File: src/rtl/vram_arb_pkg.sv
`default_nettype none
// ============================================================================
// Module  : vram_arb_pkg
// Brief   : Shared types and default widths for the VRAM port arbiter.
// Revision: 1.0 - initial release
// ============================================================================
package vram_arb_pkg;

    localparam int unsigned c_ADDR_W_DEFAULT = 16;
    localparam int unsigned c_DATA_W_DEFAULT = 16;

    typedef enum logic [1:0] {
        IDLE      = 2'd0,
        BUSY_DISP = 2'd1,
        BUSY_CPU  = 2'd2,
        COOL      = 2'd3
    } arb_state_e;

    typedef enum logic {
        SEL_DISP = 1'b0,
        SEL_CPU  = 1'b1
    } arb_sel_e;

endpackage
`default_nettype wire

File: src/rtl/arb_watchdog.sv
`default_nettype none
// ============================================================================
// Module  : arb_watchdog
// Brief   : Transaction cycle counter; flags the TIMEOUT-th enabled cycle.
// Revision: 1.0 - initial release
// ============================================================================
module arb_watchdog #(
    parameter int unsigned TIMEOUT = 64
) (
    input  logic clk,
    input  logic reset_n,
    input  logic i_clear,
    input  logic i_enable,
    output logic o_expired
);

    localparam int unsigned          c_CNT_W = $clog2(TIMEOUT + 1);
    localparam logic [c_CNT_W-1:0]   c_LAST  = c_CNT_W'(TIMEOUT - 1);

    logic [c_CNT_W-1:0] r_count;

    // r_count holds the number of enabled cycles already elapsed
    always_ff @(posedge clk or negedge reset_n) begin
        if (!reset_n) begin
            r_count <= '0;
        end else if (i_clear) begin
            r_count <= '0;
        end else if (i_enable && (r_count != c_LAST)) begin
            r_count <= r_count + 1'b1;
        end
    end

    assign o_expired = i_enable && (r_count == c_LAST);

endmodule
`default_nettype wire

File: src/rtl/vram_port_arbiter.sv
`default_nettype none
// ============================================================================
// Module  : vram_port_arbiter
// Brief   : Display-priority arbiter with bounded CPU starvation and watchdog.
// Revision: 1.0 - initial release
// ============================================================================
module vram_port_arbiter
    import vram_arb_pkg::*;
#(
    parameter int unsigned ADDR_W       = c_ADDR_W_DEFAULT,
    parameter int unsigned DATA_W       = c_DATA_W_DEFAULT,
    parameter int unsigned MAX_DISP_RUN = 4,
    parameter int unsigned TIMEOUT      = 64
) (
    input  logic              clk,
    input  logic              reset_n,
    input  logic              disp_req,
    input  logic [ADDR_W-1:0] disp_addr,
    output logic [DATA_W-1:0] disp_rdata,
    output logic              disp_done,
    input  logic              cpu_req,
    input  logic              cpu_we,
    input  logic [ADDR_W-1:0] cpu_addr,
    input  logic [DATA_W-1:0] cpu_wdata,
    output logic [DATA_W-1:0] cpu_rdata,
    output logic              cpu_done,
    output logic              mem_start,
    output logic              mem_we,
    output logic [ADDR_W-1:0] mem_addr,
    output logic [DATA_W-1:0] mem_wdata,
    input  logic [DATA_W-1:0] mem_rdata,
    input  logic              mem_done,
    output logic              timeout_err
);

    localparam int unsigned        c_RUN_W   = $clog2(MAX_DISP_RUN + 1);
    localparam logic [c_RUN_W-1:0] c_RUN_MAX = c_RUN_W'(MAX_DISP_RUN);

    arb_state_e         r_state;
    arb_state_e         w_state_next;
    arb_sel_e           w_grant_sel;
    logic [c_RUN_W-1:0] r_run_cnt;

    logic w_disp_wins, w_cpu_wins, w_grant;
    logic w_busy, w_finish, w_wd_expired, w_abort;
    logic w_disp_done_nxt, w_cpu_done_nxt;

    logic              r_mem_start, r_mem_we, r_disp_done, r_cpu_done, r_timeout_err;
    logic [ADDR_W-1:0] r_mem_addr;
    logic [DATA_W-1:0] r_mem_wdata, r_disp_rdata, r_cpu_rdata;

    // Display keeps priority until it has won MAX_DISP_RUN times over a waiting CPU
    assign w_disp_wins = disp_req && (!cpu_req || (r_run_cnt < c_RUN_MAX));
    assign w_cpu_wins  = cpu_req && !w_disp_wins;
    assign w_busy      = (r_state == BUSY_DISP) || (r_state == BUSY_CPU);
    assign w_finish    = w_busy && (mem_done || w_wd_expired);

    arb_watchdog #(
        .TIMEOUT (TIMEOUT)
    ) u_watchdog (
        .clk       (clk),
        .reset_n   (reset_n),
        .i_clear   (w_finish),
        .i_enable  (w_busy),
        .o_expired (w_wd_expired)
    );

    always_ff @(posedge clk or negedge reset_n) begin
        if (!reset_n) begin
            r_state <= IDLE;
        end else begin
            r_state <= w_state_next;
        end
    end

    always_comb begin
        w_state_next = r_state;
        case (r_state)
            IDLE: begin
                if (w_disp_wins) begin
                    w_state_next = BUSY_DISP;
                end else if (w_cpu_wins) begin
                    w_state_next = BUSY_CPU;
                end
            end
            BUSY_DISP, BUSY_CPU: begin
                if (w_finish) begin
                    w_state_next = COOL;
                end
            end
            COOL:    w_state_next = IDLE;
            default: w_state_next = IDLE;
        endcase
    end

    always_comb begin
        w_grant         = 1'b0;
        w_grant_sel     = SEL_DISP;
        w_disp_done_nxt = 1'b0;
        w_cpu_done_nxt  = 1'b0;
        w_abort         = 1'b0;
        case (r_state)
            IDLE: begin
                w_grant     = w_disp_wins || w_cpu_wins;
                w_grant_sel = w_disp_wins ? SEL_DISP : SEL_CPU;
            end
            BUSY_DISP: begin
                w_disp_done_nxt = w_finish;
                w_abort         = w_finish && !mem_done;
            end
            BUSY_CPU: begin
                w_cpu_done_nxt = w_finish;
                w_abort        = w_finish && !mem_done;
            end
            default: ;
        endcase
    end

    always_ff @(posedge clk or negedge reset_n) begin
        if (!reset_n) begin
            r_mem_start   <= 1'b0;
            r_mem_we      <= 1'b0;
            r_mem_addr    <= '0;
            r_mem_wdata   <= '0;
            r_disp_done   <= 1'b0;
            r_cpu_done    <= 1'b0;
            r_timeout_err <= 1'b0;
            r_disp_rdata  <= '0;
            r_cpu_rdata   <= '0;
            r_run_cnt     <= '0;
        end else begin
            r_mem_start   <= w_grant;
            r_disp_done   <= w_disp_done_nxt;
            r_cpu_done    <= w_cpu_done_nxt;
            r_timeout_err <= w_abort;

            if (w_grant) begin
                if (w_grant_sel == SEL_CPU) begin
                    r_mem_addr  <= cpu_addr;
                    r_mem_we    <= cpu_we;
                    r_mem_wdata <= cpu_wdata;
                    r_run_cnt   <= '0;
                end else begin
                    r_mem_addr  <= disp_addr;
                    r_mem_we    <= 1'b0;
                    r_mem_wdata <= '0;
                    if (!cpu_req) begin
                        r_run_cnt <= '0;
                    end else if (r_run_cnt != c_RUN_MAX) begin
                        r_run_cnt <= r_run_cnt + 1'b1;
                    end
                end
            end

            // An aborted transaction leaves the previous read data in place
            if (w_disp_done_nxt && mem_done) begin
                r_disp_rdata <= mem_rdata;
            end
            if (w_cpu_done_nxt && mem_done) begin
                r_cpu_rdata <= mem_rdata;
            end
        end
    end

    assign mem_start   = r_mem_start;
    assign mem_we      = r_mem_we;
    assign mem_addr    = r_mem_addr;
    assign mem_wdata   = r_mem_wdata;
    assign disp_done   = r_disp_done;
    assign cpu_done    = r_cpu_done;
    assign timeout_err = r_timeout_err;
    assign disp_rdata  = r_disp_rdata;
    assign cpu_rdata   = r_cpu_rdata;

endmodule
`default_nettype wire

File: config.mk
export PLATFORM = sky130hd
export DESIGN_NAME = vram_port_arbiter
export DESIGN_NICKNAME = d
export VERILOG_FILES = /design/src/rtl/vram_arb_pkg.sv /design/src/rtl/arb_watchdog.sv /design/src/rtl/vram_port_arbiter.sv
export SDC_FILE = /design/constraint.sdc
export NUM_CORES = 1
export LEC_CHECK = 0
export CORE_ASPECT_RATIO = 2
export CORE_MARGIN = 4
export CORE_UTILIZATION = 43
export DETAILED_ROUTE_END_ITERATION = 10
export PLACE_DENSITY = 0.84
export SLEW_MARGIN = 40
export SYNTH_ARGS = -nofsm -noshare
export SYNTH_HDL_FRONTEND = slang
export SYNTH_SLANG_ARGS = --single-unit
File: constraint.sdc
create_clock -name clk -period 2.25 [get_ports clk]
set_input_delay 0.3375 -clock clk [delete_from_list [all_inputs] [get_ports clk]]
set_output_delay 0.3375 -clock clk [all_outputs]
set_load 0.1 [all_outputs]
# After elaboration in Yosys (flattened, before gate mapping)
# Index checks and enable logic that the tools add are counted.
[word_totals]
regBits = 81
in_bits = 70
out_inout_bits = 69
[op_classes]
n_eq_ne = 9
n_reduce_logical = 20
mux = 18
order_cmp = 1
n_addsub = 2
[op_table]
columns = ["cell", "count"]
rows = [
  ["$mux W16", 2],
  ["$mux W7", 2],
  ["$mux W3", 3],
  ["$logic_and A1 B1 Y1", 8],
  ["$add A7 B1 Y7 const B", 1],
  ["$eq A7 B6 Y1 const B", 1],
  ["$mux W1", 7],
  ["$ne A7 B6 Y1 const B", 1],
  ["$mux W2", 3],
  ["$ne A3 B3 Y1 const B", 2],
  ["$pmux W2 S3", 1],
  ["$eq A2 B2 Y1 const B", 2],
  ["$logic_or A1 B1 Y1", 4],
  ["$reduce_and A2 Y1", 2],
  ["$add A3 B1 Y3 const B", 1],
  ["$logic_not A1 Y1", 3],
  ["$lt A3 B3 Y1 const B", 1],
  ["$ne A3 B1 Y1 const B", 1],
  ["$eq A2 B1 Y1 const B", 1],
  ["$logic_not A2 Y1", 1],
  ["$ne A2 B1 Y1 const B", 1],
  ["$reduce_bool A2 Y1", 1],
  ["$reduce_or A2 Y1", 1],
]

# Longest topological paths before layout
# Gate-level depths: netlist of run 1.
[logic_depth]
ltp_word = 8
mapped_depth = 8
depth_no_buf = 6

# Cells and area by module
# A second synthesis of run 1 with hierarchy kept.
[unflattened]
hier_cells = 268
area_unflattened_um2 = 3403.3
[modules_own_cells]
columns = ["module", "seq_area_each_um2", "cells_each", "area_each_um2", "instances"]
rows = [
  ["vram_port_arbiter", 1851.8, 231, 2980.4, 1],
  ["arb_watchdog", 175.2, 37, 422.9, 1],
]

# Worst setup path before layout of run 1
# No wires, ideal clock.
[synth_timing]
path_kind = "register -> register"
from = "register r_state[0]"
to = "register r_state[1]"
path_buffers = 1
arrival_ns = 1.578
setup_ns = 0.124
synth_period_minus_slack_ns = 1.702
path_slack_ns = 0.548
stages_incl_launch_ff = 8
t_required_ns = 2.126
cell_sequence = "dfrtp_1 inv_1 ha_1 buf_6 nand4_4 o311ai_4 a22o_1 a21oi_2"
[synth_via]
elab_chain_cells = 7
[synth_rtl]
columns = ["item", "line", "source"]
rows = [
  ["start, declared", "vram_port_arbiter.sv:39", "arb_state_e r_state;"],
  ["start signal, assigned", "vram_port_arbiter.sv:72", "r_state <= w_state_next;"],
  ["$eq A2 B1 Y1 or $eq A2 B2 Y1 (tied branches)", "vram_port_arbiter.sv:55, vram_port_arbiter.sv:78", ""],
  ["$logic_or A1 B1 Y1", "vram_port_arbiter.sv:55", "assign w_busy = (r_state == BUSY_DISP) || (r_state == BUSY_CPU);"],
  ["$logic_and A1 B1 Y1", "arb_watchdog.sv:33", "assign o_expired = i_enable && (r_count == c_LAST);"],
  ["$logic_or A1 B1 Y1", "vram_port_arbiter.sv:56", "assign w_finish = w_busy && (mem_done || w_wd_expired);"],
  ["$logic_and A1 B1 Y1", "vram_port_arbiter.sv:56", ""],
  ["$ne A2 B1 Y1 (no source line)", "--", ""],
  ["$reduce_and A2 Y1 (no source line)", "--", ""],
]
# Several ways; a longest one is shown, not always the timed one.
# A chain may end at the register's enable or synchronous reset.

# Worst setup path after layout of run 1
# Same ends and word-level chain as after synthesis.

==> impl_metrics.ini, run 1 <==
[global_route]
grt_pass1_vias = 2746
grt-ovfl-total = 0
antenna_found_initial = 0
grt_start_max_net_pins = 52
track_usage = 0.1824
grt_pass1_wl_mm = 13.12

[run_status]
outcome = finished, final reports clean

[placement]
hpwl_mm = 6.201
place_area_sq_um = 4682
port_buffers = 138
place_inst = 476
gp_congestion = 0.7988

[clock_network]
cts_root_buf = clkbuf_16
cts_htree_levels = 3
post_cts_buffers = 0
cts_tree = built
worst_skew_pair.late_latency_ns = 0.33
cts.sinks = 81
cts_made_buffers = 9
cts_buffer_depth = 2
clkTransAtPathRegs_ns = 0.05

[yosys]
synth_flop_cell = dfrtp_1
async_flop_share = 1.000
synth_nets = 326
synth-seq-area-share = 0.6063
syn_inst = 250
synth_edf_count = 0
yosysWarnings = 0
ys_ff_latch = 81
synth.avg_cell_area_sq_um = 13.37
syn-cell-area_sq_um = 3343
yosysUniqueCellTypes = 34

[critical_path]
crit_buf_inv = 1
start_kind = flop
path_cells = inv_1, ha_1, nand4_4, o311ai_4, a22o_1, a21oi_2
path_class = flop to flop
slowest_delay_ns = 0.55
critical_path.top_delay_family = compound AO/OA/AOI/OAI gates
crit_path_end_kind = flop
critPathArrivalTime_ns = 2.23
cp_max_fo = 10
cp.required_ns = 2.45
cpMaxStageDelayCell = ha_1

[cells_and_area]
finalInstanceArea_sq_um = 4986
drive_above_1_share = 0.3258
ff_latch_area_sq_um = 2027
n_fill_cell = 612
fin_nets = 470
final_cells = 493
antenna_cells = 0
area.growth.synth_to_final_pct = 49.14
multiInputGateArea_sq_um = 1215

[detailed_routing]
drt_pass1_iterations = 4
wire_per_inst_microns = 16.53
drc_errors = 0
antenna_left = 0
first_iter_violations = 97
vias_per_cell = 5.008
vias = 2469
wl_mm = 8.149

[sta]
rsz0062_at_grt = no
period_needed_ns = 2.030
fin_crit_sh = 0.9020
final_max_slew_viol_count = 0
finalSetupTns_ns = 0
setup_viol = 0
max-slew-margin-rel = 0.7119
finClkSkew_ns = 0.004904
finalHoldViolations = 0
tightest_slew_ns = 0.4322
whs_ns = 0.4871
clock.fmax_mhz = 492.7

[floorplan]
core_sq_um = 7601
die_area_sq_um = 9335
rows = 45
die_x_microns = 70.35
die_y_microns = 132.7
start_util = 0.4398
ios = 139

[hold_path]
hold_class = primary input to asynchronous set/reset pin

[job]
max_cap_viol_count = 0
[flip-flops by register name, indices dropped and copies added (netlist names), 2 cells and up]
signal              count
cpu_rdata              16
mem_addr               16
r_run_cnt               3
mem_wdata              16
r_state                 2
disp_rdata             16
u_watchdog.r_count      7
[synth_stat cells, drive strengths merged, types with 5 or more instances]
cell type	instances	share of area
mux2i	17	0.051
a22o	19	0.050
buf	7	0.018
inv	9	0.010
nand2	22	0.025
o21ai	19	0.028
ha	6	0.022
dfrtp	81	0.61
clkbuf	5	0.0056
mux2	32	0.11
nor2	9	0.012
[per-layer routing]
| metal | GRT usage | vias to the layer above | share of wire |
|---|---|---|---|
| met1 | 0.1624 | 1197 | 0.32 |
| li1 | - | 1164 | - |
| met5 | 0 | - | 0 |
| met3 | 0.03954 | 19 | 0.049 |
| met2 | 0.3596 | 89 | 0.60 |
| met4 | 0.09808 | 0 | 0.035 |
[layout by cell type, fill, tap and decap left out, types with 2 or more instances in the layout]
cell,Yosys,routed
buf_4,1,73
a22o_1,19,19
nor2_1,8,8
o21ai_0,8,8
mux2_2,32,32
clkdlybuf4s50_1,0,68
nand3_1,2,2
ha_1,6,6
clkbuf_16,0,9
inv_1,9,9
and2_1,2,2
nand2_1,22,22
clkinv_2,0,2
buf_12,0,3
xor2_1,3,3
o21ai_1,11,10
mux2i_1,17,17
o21a_1,2,2
o22ai_1,2,2
clkbuf_8,0,4
dfrtp_1,81,81
[through the flow]
stage / worst slack [ns] / utilization
2_1_floorplan: 0.5482 / -
3_3_place_gp: 0.2890 / 0.6160
3_5_place_dp: 0.2122 / 0.6160
4_1_cts: 0.2044 / 0.6560
5_1_grt: 0.09663 / 0.6560
6_report: 0.2204 / 0.6560
[worst reg2reg max path, stage by stage, from the launching register on]
cell and delay (ns):
dfrtp_1 0.38, inv_1 0.09, ha_1 0.55, nand4_4 0.20
o311ai_4 0.41, a22o_1 0.22, a21oi_2 0.06
[cells by family (layout without fill, tap and decap cells)]
group           count (synthesis)  in the layout  share of synthesized area
flops                          81             81                     0.6063
mux                            49             49                     0.1587
buf+inv                        21            170                    0.03368
compound gates                 46             46                     0.1029
fa+ha+maj                       6              6                    0.02245
xor+xnor                        4              4                    0.01048
simple gates                   43             43                    0.06550
[final timing paths]
check                      slack [ns]                       end                      from  cells after the start
min reg2reg                      0.49  mem_addr[14]$_DFFE_PN0P_  mem_addr[14]$_DFFE_PN0P_                      2
max reg2reg                      0.22    r_state[1]$_DFFE_PN0P_    r_state[0]$_DFFE_PN0P_                      6
min in group clk                 0.49  mem_addr[14]$_DFFE_PN0P_  mem_addr[14]$_DFFE_PN0P_                      2
min                              0.49        mem_we$_DFFE_PN0P_                   reset_n                      2
max in group asynchronous        1.18   mem_addr[9]$_DFFE_PN0P_                   reset_n                      3
max                              0.22    r_state[1]$_DFFE_PN0P_    r_state[0]$_DFFE_PN0P_                      6
[layout make-up]
| cell class | count | area share |
|---|---|---|
| repair buffers | 145 | 0.2605 |
| flip-flops and latches | 81 | 0.4065 |
| clock buffers | 14 | 0.05696 |
| inverters | 9 | 0.006775 |
| multi-input cells | 148 | 0.2437 |
| well taps | 94 | 0.02359 |
| clock inverters | 2 | 0.002008 |
[timing repair]
item | 4_1_cts | 5_1_grt
gates resized for setup | 0 | 0
hold endpoints to repair | 33 | 0
hold buffers | 1 | 0
Power of run 1 is not shown: default switching activity piles up to over one toggle a cycle in this logic, so the estimate is an artifact.
==> run 2: changes to the inputs <==
- MAX_ROUTING_LAYER: default -> met4
==> impl_metrics.ini, run 2 (synthesis results as in run 1) <==
[sta]
fin_crit_sh = 0.9019
finalHoldViolations = 0
setup_slack_ns = 0.2206
clock.fmax_mhz = 492.8
final_max_slew_viol_count = 0
tightest_slew_ns = 0.4323
finalSetupTns_ns = 0
setup_viol = 0
max-slew-margin-rel = 0.7118
rsz0062_at_grt = no
finClkSkew_ns = 0.005337
period_needed_ns = 2.029

[clock_network]
cts_resized = 0
worst_skew_pair.late_latency_ns = 0.33
cts_made_buffers = 9
post_cts_buffers = 0
clkTransAtPathRegs_ns = 0.05
cts_root_buf = clkbuf_16
cts_htree_levels = 3
cts.sinks = 81
cts_tree = built
cts_buffer_depth = 2

[floorplan]
core_sq_um = 7601
start_util = 0.4398
ios = 139
die_area_sq_um = 9335
die_x_microns = 70.35
rows = 45
die_y_microns = 132.7

[critical_path]
crit_path_end_kind = flop
cp.required_ns = 2.45
start_kind = flop
path_class = flop to flop
cp_max_fo = 10
critPathArrivalTime_ns = 2.23

[cells_and_area]
antenna_cells = 0
ff_latch_area_sq_um = 2027
area.growth.synth_to_final_pct = 49.14
n_fill_cell = 612
final_common_cell = dfrtp_1
fin_nets = 470
drive_above_1_share = 0.3258
layout_common_cells = 81 x dfrtp_1, 73 x buf_4, 68 x clkdlybuf4s50_1, 32 x mux2_2, 22 x nand2_1
multiInputGateArea_sq_um = 1215

[placement]
pre_cts_ws_ns = 0.2122
port_buffers = 138
gp_congestion = 0.8103
hpwl_mm = 6.201

[global_route]
grt_pass1_wl_mm = 13.13
grt_pass1_vias = 2743
grt-ovfl-total = 0
grt_start_max_net_pins = 52
antenna_found_initial = 0
track_usage = 0.1878

[detailed_routing]
drc_errors = 0
wire_per_inst_microns = 16.52
first_iter_violations = 97
wl_mm = 8.144
drt_pass1_iterations = 4
vias = 2467
vias_per_cell = 5.004
antenna_left = 0

[job]
max_cap_viol_count = 0

[hold_path]
hold_class = primary input to asynchronous set/reset pin

[run_status]
outcome = finished, final reports clean
[run 2: cell counts in the layout (fill, tap and decap cells not counted)]
No cell type changed its count.
[run 2: final timing paths]
| kind | from | end | cells past startpoint | slack [ns] |
|---|---|---|---|---|
| max | r_state[0]$_DFFE_PN0P_ | r_state[1]$_DFFE_PN0P_ | 6 | 0.22 |
| min | reset_n | mem_we$_DFFE_PN0P_ | 2 | 0.49 |
| max reg2reg | r_state[0]$_DFFE_PN0P_ | r_state[1]$_DFFE_PN0P_ | 6 | 0.22 |
| min reg2reg | mem_addr[14]$_DFFE_PN0P_ | mem_addr[14]$_DFFE_PN0P_ | 2 | 0.49 |
| max in group asynchronous | reset_n | disp_rdata[15]$_DFFE_PN0P_ | 3 | 1.17 |
| min in group clk | mem_addr[14]$_DFFE_PN0P_ | mem_addr[14]$_DFFE_PN0P_ | 2 | 0.49 |
[run 2: worst max-delay path, stage by stage (launching register included)]
cell and delay (ns):
dfrtp_1 0.38, inv_1 0.09, ha_1 0.55, nand4_4 0.20, o311ai_4 0.41, a22o_1 0.22
a21oi_2 0.06
[run 2: metrics by stage]
stage | cell area (sq um) | instances | hold slack, ns | utilization
detailed placement | 4682 | 476 | 0.3114 | 0.6160
global placement | 4682 | 476 | 0.3040 | 0.6160
CTS | 4986 | 493 | 0.4932 | 0.6560
floorplan | 3343 | 250 | 0.04191 | -
finish | 4986 | 493 | 0.4870 | 0.6560
global route | 4986 | 493 | 0.5183 | 0.6560
[run 2: per-layer routing]
metal | routed length [microns] | global-route usage | vias to the layer above
met4 | 265 | 0.09808 | 0
met1 | 2581 | 0.1644 | 1197
li1 | - | - | 1164
met3 | 388 | 0.03726 | 18
met2 | 4908 | 0.3596 | 88
met5 | 0 | - | -
[run 2: layout make-up]
type | instances | share of cell area
Tap cell | 94 | 0.02359
Clock inverter | 2 | 0.002008
Timing Repair Buffer | 145 | 0.2605
Clock buffer | 14 | 0.05696
Sequential cell | 81 | 0.4065
Multi-Input combinational cell | 148 | 0.2437
Inverter | 9 | 0.006775
[run 2: what timing repair did]
| action | in CTS | in global routing |
|---|---|---|
| hold endpoints to repair | 33 | 0 |
| setup endpoints to repair | 0 | 0 |
| hold buffers | 1 | 0 |
Power of run 2 is left out for the same reason.
==> variant 1 (settings of run 1) <==
Encoding of `arb_state_e`: now Gray code (2 bits for 4 states).
--- a/src/rtl/vram_arb_pkg.sv
+++ b/src/rtl/vram_arb_pkg.sv
@@ -12,6 +12,6 @@
     typedef enum logic [1:0] {
-        IDLE      = 2'd0,
-        BUSY_DISP = 2'd1,
-        BUSY_CPU  = 2'd2,
-        COOL      = 2'd3
+        IDLE      = 2'b00,
+        BUSY_DISP = 2'b01,
+        BUSY_CPU  = 2'b11,
+        COOL      = 2'b10
     } arb_state_e;
Formal check against the unedited RTL: no difference found for any inputs over 10 cycles, from zero or initial values and one cycle with reset_n low; not proved beyond that.
==> variant 1 against run 1 <==
Wire length rose by 8.7%; worst setup slack improved by 0.18 ns; synthesized area rose by 0.97%; design area barely moved; utilization barely moved; sequential cell count did not move; hold slack got worse by 0.0076 ns; die area rose by 0.88%; maximum frequency rose by 9.8%; critical endpoint is now mem_wdata[4]; highest routed layer unchanged.
Power is left out: the tool's default activity adds up to more than one toggle a clock period on the data nets, which glitch-free logic cannot reach.
==> variant 1: results (changes against run 1) <==
Yosys cell types=38 (+12%); Syn. warnings=0 (unchanged); Clock Tree Buf Depth=2 (unchanged); largest cells by area after synthesis=dfrtp_1, mux2_2, a22o_1; largest net degree at the start of global routing=43 (-17%); first-pass GRT wire length=14.49 mm (+10%); sequential cell area fraction in the yosys report=60.04% (-0.58 points); worst clock skew=0.005410 ns (+0.0005056 ns); vias in the first global route=2,716 (-1.1%); status=finished clean; Reg clk slew, reported paths=0.05 ns (about the same); PostCTS Resize Cnt=0 (unchanged); initial antenna violation count=0 (unchanged); worst-skew pair later-pin latency=0.33 ns (about the same); CTS buffer count=9 (unchanged); ANT cells=0 (unchanged); Final GP Congestion=0.8278 (+3.6%); synth cell count leaders=dfrtp_1, mux2_2, o21ai_0; input/output buffers=138 (unchanged); CTS H-tree lvls=3 (unchanged); Root Buffer=clkbuf_16; Post-layout nets=461 (-1.9%); share of layout cells above drive strength 1=32.65% (+0.072 points); worst path arrival time=2.11 ns (-0.12 ns); maximum fanout along the worst path=18 (+8); DR WL/cell=18.22 um (+10%); Slew HR=50.25% (-21 points); Hold Crit Class=reg2reg; slowest stage cell, crit path=nor3b_4; CP peak stage delay=0.64 ns (+0.09 ns); first-pass iteration count of the detailed router=4 (unchanged); Placed Instance Area=4664 sq um (-0.37%); Final ANT Viol Nets=0 (unchanged); vias per cell=5.414 (+8.1%); dpl hpwl=6.566 mm (+5.9%); asr flop ratio synth=100.0% (unchanged); Net Count, Synth=321 (-1.5%); total track usage=19.77% (+1.5 points); DR iter-0 viols=204 (+110%)
[variant 1: cell types whose count changed after synthesis, sizes merged, moves of 5 or more]
| cell | before | now |
|---|---|---|
| a2bb2oi | 0 | 16 |
| a211oi | 0 | 16 |
| nor2 | 9 | 3 |
| nand2 | 22 | 4 |
| inv | 9 | 4 |
| mux2i | 17 | 0 |
[variant 1: path summary, 6_finish.rpt]
check	start	end	slack [ns]	cells after the start
min in group asynchronous	reset_n	mem_addr[12]	0.54	2
worst min register to register	u_watchdog.r_count[4]	u_watchdog.r_count[4]	0.48	1
max in group asynchronous	reset_n	cpu_rdata[7]	1.10	3
worst min-delay path	u_watchdog.r_count[4]	u_watchdog.r_count[4]	0.48	1
worst max register to register	r_state[0]	mem_wdata[4]	0.40	3
worst max-delay path	r_state[0]	mem_wdata[4]	0.40	3
[variant 1: metrics by stage]
stage	cells	setup slack, ns	hold slack [ns]	util, %
4_1_cts	486	0.3951	0.4841	65.58
3_5_place_dp	470	0.2440	0.3625	61.37
5_1_grt	486	0.2700	0.4917	65.58
3_3_place_gp	470	0.2621	0.3501	61.33
2_1_floorplan	248	0.7021	0.04191	-
6_report	486	0.4013	0.4794	65.58
[variant 1: area by class of cell]
cell class                      count  area, sq um
Timing Repair Buffer              146         1281
Inverter                            5        21.27
Sequential cell                    81         2027
Clock inverter                      5        81.33
Multi-Input combinational cell    145         1227
Clock buffer                       10        229.0
Fill cell                         569         2616
Tap cell                           94        117.6
[variant 1: critical path, delay by kind of cell (launching register included)]
| kind | cells | cell delay, ns |
|---|---|---|
| simple gates | 2 | 0.99 |
| compound gates | 1 | 0.23 |
| flops | 1 | 0.56 |
[variant 1: routing by layer]
metal / vias to the layer above / track usage [%] / part of all wire [%]
li1: 1220 / - / -
met1: 1305 / 22.30 / 36
met2: 79 / 34.39 / 56
met3: 27 / 5.136 / 5.0
met4: 0 / 9.100 / 3.3
met5: - / 0 / 0
[variant 1: repair_timing]
item | CTS | global route
endpoints found under the hold margin | 9 | 0
setup endpoints to repair | 0 | 0
hold buffers | 1 | 0
buffers inserted | 0 | 0
[variant 1: cells by family (layout without fill, tap and decap cells)]
group           after synthesis  count (layout)  synth area share (%)
mux                          33              33                 12.12
simple gates                 23              23                 4.114
buf+inv                      22             166                 3.669
flops                        81              81                 60.04
compound gates               85              85                 18.68
xor+xnor                      1               1                0.2595
fa+ha+maj                     3               3                 1.112
==> variant 2 (settings of run 1) <==
Made on the original files. `MAX_DISP_RUN`: 4 -> 8.
--- a/src/rtl/vram_port_arbiter.sv
+++ b/src/rtl/vram_port_arbiter.sv
@@ -11,3 +11,3 @@
     parameter int unsigned DATA_W       = c_DATA_W_DEFAULT,
-    parameter int unsigned MAX_DISP_RUN = 4,
+    parameter int unsigned MAX_DISP_RUN = 8,
     parameter int unsigned TIMEOUT      = 64
Behaviour: same outputs for any inputs over 10 cycles, from zero or initial values and one cycle with reset_n low; that may be too few to reach the edited logic, so the function may still have changed.
==> variant 2 against run 1 <==
Wire length increased by 14%; clock skew increased by 0.0021 ns; design area increased by 2.0%; final cell count increased by 7.3%; critical path type unchanged; sequential cell count increased by 1; synthesized area increased by 7.2%; worst setup slack improved by 0.12 ns; via count increased by 16%; hold slack improved by 0.0013 ns; synthesized cell count increased by 15%.
Power is not shown: default switching activity piles up to over one toggle a cycle in this logic, so the estimate is an artifact.
==> variant 2: results (changes against run 1) <==
Final GP Congestion=0.8382 (+4.9%); worst path arrival time=2.11 ns (-0.12 ns); adder-cell share of the synthesized area=2.095% (-0.15 points); Slew HR=65.85% (-5.3 points); post-synthesis mux area share=10.34% (-5.5 points); Yosys cell types=46 (+35%); vias in the first global route=3,053 (+11%); status=finished clean; largest cells by area after synthesis=dfrtp_1, mux2_1, a22o_1; Net Count, Synth=364 (+12%); dpl hpwl=7.318 mm (+18%); maximum fanout along the worst path=9 (-1); Placed Instance Area=4803 sq um (+2.6%); Worst R2R Setup Slack=0.34 ns (+0.12 ns); share of layout cells above drive strength 1=25.40% (-7.2 points); worst clock skew=0.007023 ns (+0.002119 ns); Hold Crit Class=reg2reg; DR iter-0 viols=115 (+19%); Reg-to-Reg End=r_state[0]; metal2 WL=5.367 mm (+9.6%); Fill cells=652 (+6.5%); sequential cell area fraction in the yosys report=57.26% (-3.4 points); synth cell count leaders=dfrtp_1, mux2_1, nor2_1, o21ai_0, nand3_1; xor-xnor portion of the synthesized cell area=0.2444% (-0.80 points); wire length on met3=601 um (+50%)
==> variant 2: changes by cell type after synthesis, sizes merged, moves of 2 or more <==
| cell | before | now |
|---|---|---|
| o21ai | 19 | 25 |
| a222oi | 0 | 2 |
| nor2 | 9 | 22 |
| and3 | 0 | 3 |
| xor2 | 3 | 1 |
| mux2i | 17 | 1 |
| buf | 7 | 17 |
| and2 | 2 | 0 |
| nand3 | 3 | 20 |
| clkbuf | 5 | 0 |
| nand2 | 22 | 8 |
| a31oi | 0 | 18 |
| a21o | 0 | 2 |
| a22o | 19 | 17 |
==> variant 2: worst max path at each step <==
stage          slack (ns)             end       start  cells past startpoint
2_1_floorplan        0.76   cpu_rdata[10]  r_state[0]                      5
3_3_place_gp         0.38  disp_rdata[10]    mem_done                      3
3_5_place_dp         0.33   disp_rdata[7]    mem_done                      3
4_1_cts              0.33      r_state[0]  r_state[0]                      6
5_1_grt              0.20     mem_addr[4]  r_state[0]                      5
6_report             0.34      r_state[0]  r_state[0]                      6
==> variant 2: through the flow <==
step                      cells  hold slack, ns  setup WS, ns
after CTS                   529          0.4864        0.3344
final                       529          0.4884        0.3395
after global placement      512          0.3203        0.3821
after global routing        529          0.4970        0.2044
after detailed placement    512          0.3285        0.3321
after floorplan             288         0.04191        0.7591
==> variant 2: routing by layer <==
layer / global-route usage (%) / up-vias
met2: 36.17 / 123
met4: 10.16 / 0
met3: 6.324 / 20
met1: 18.01 / 1394
li1: - / 1331
met5: 0 / -
==> variant 2: final cells by class <==
type	count	area (sq um)	share of cell area, %
Clock buffer	10	229.0	4.502
Clock inverter	6	43.79	0.8610
Inverter	10	40.04	0.7872
Multi-Input combinational cell	179	1333	26.20
Sequential cell	82	2052	40.34
Tap cell	96	120.1	2.362
Timing Repair Buffer	146	1269	24.94
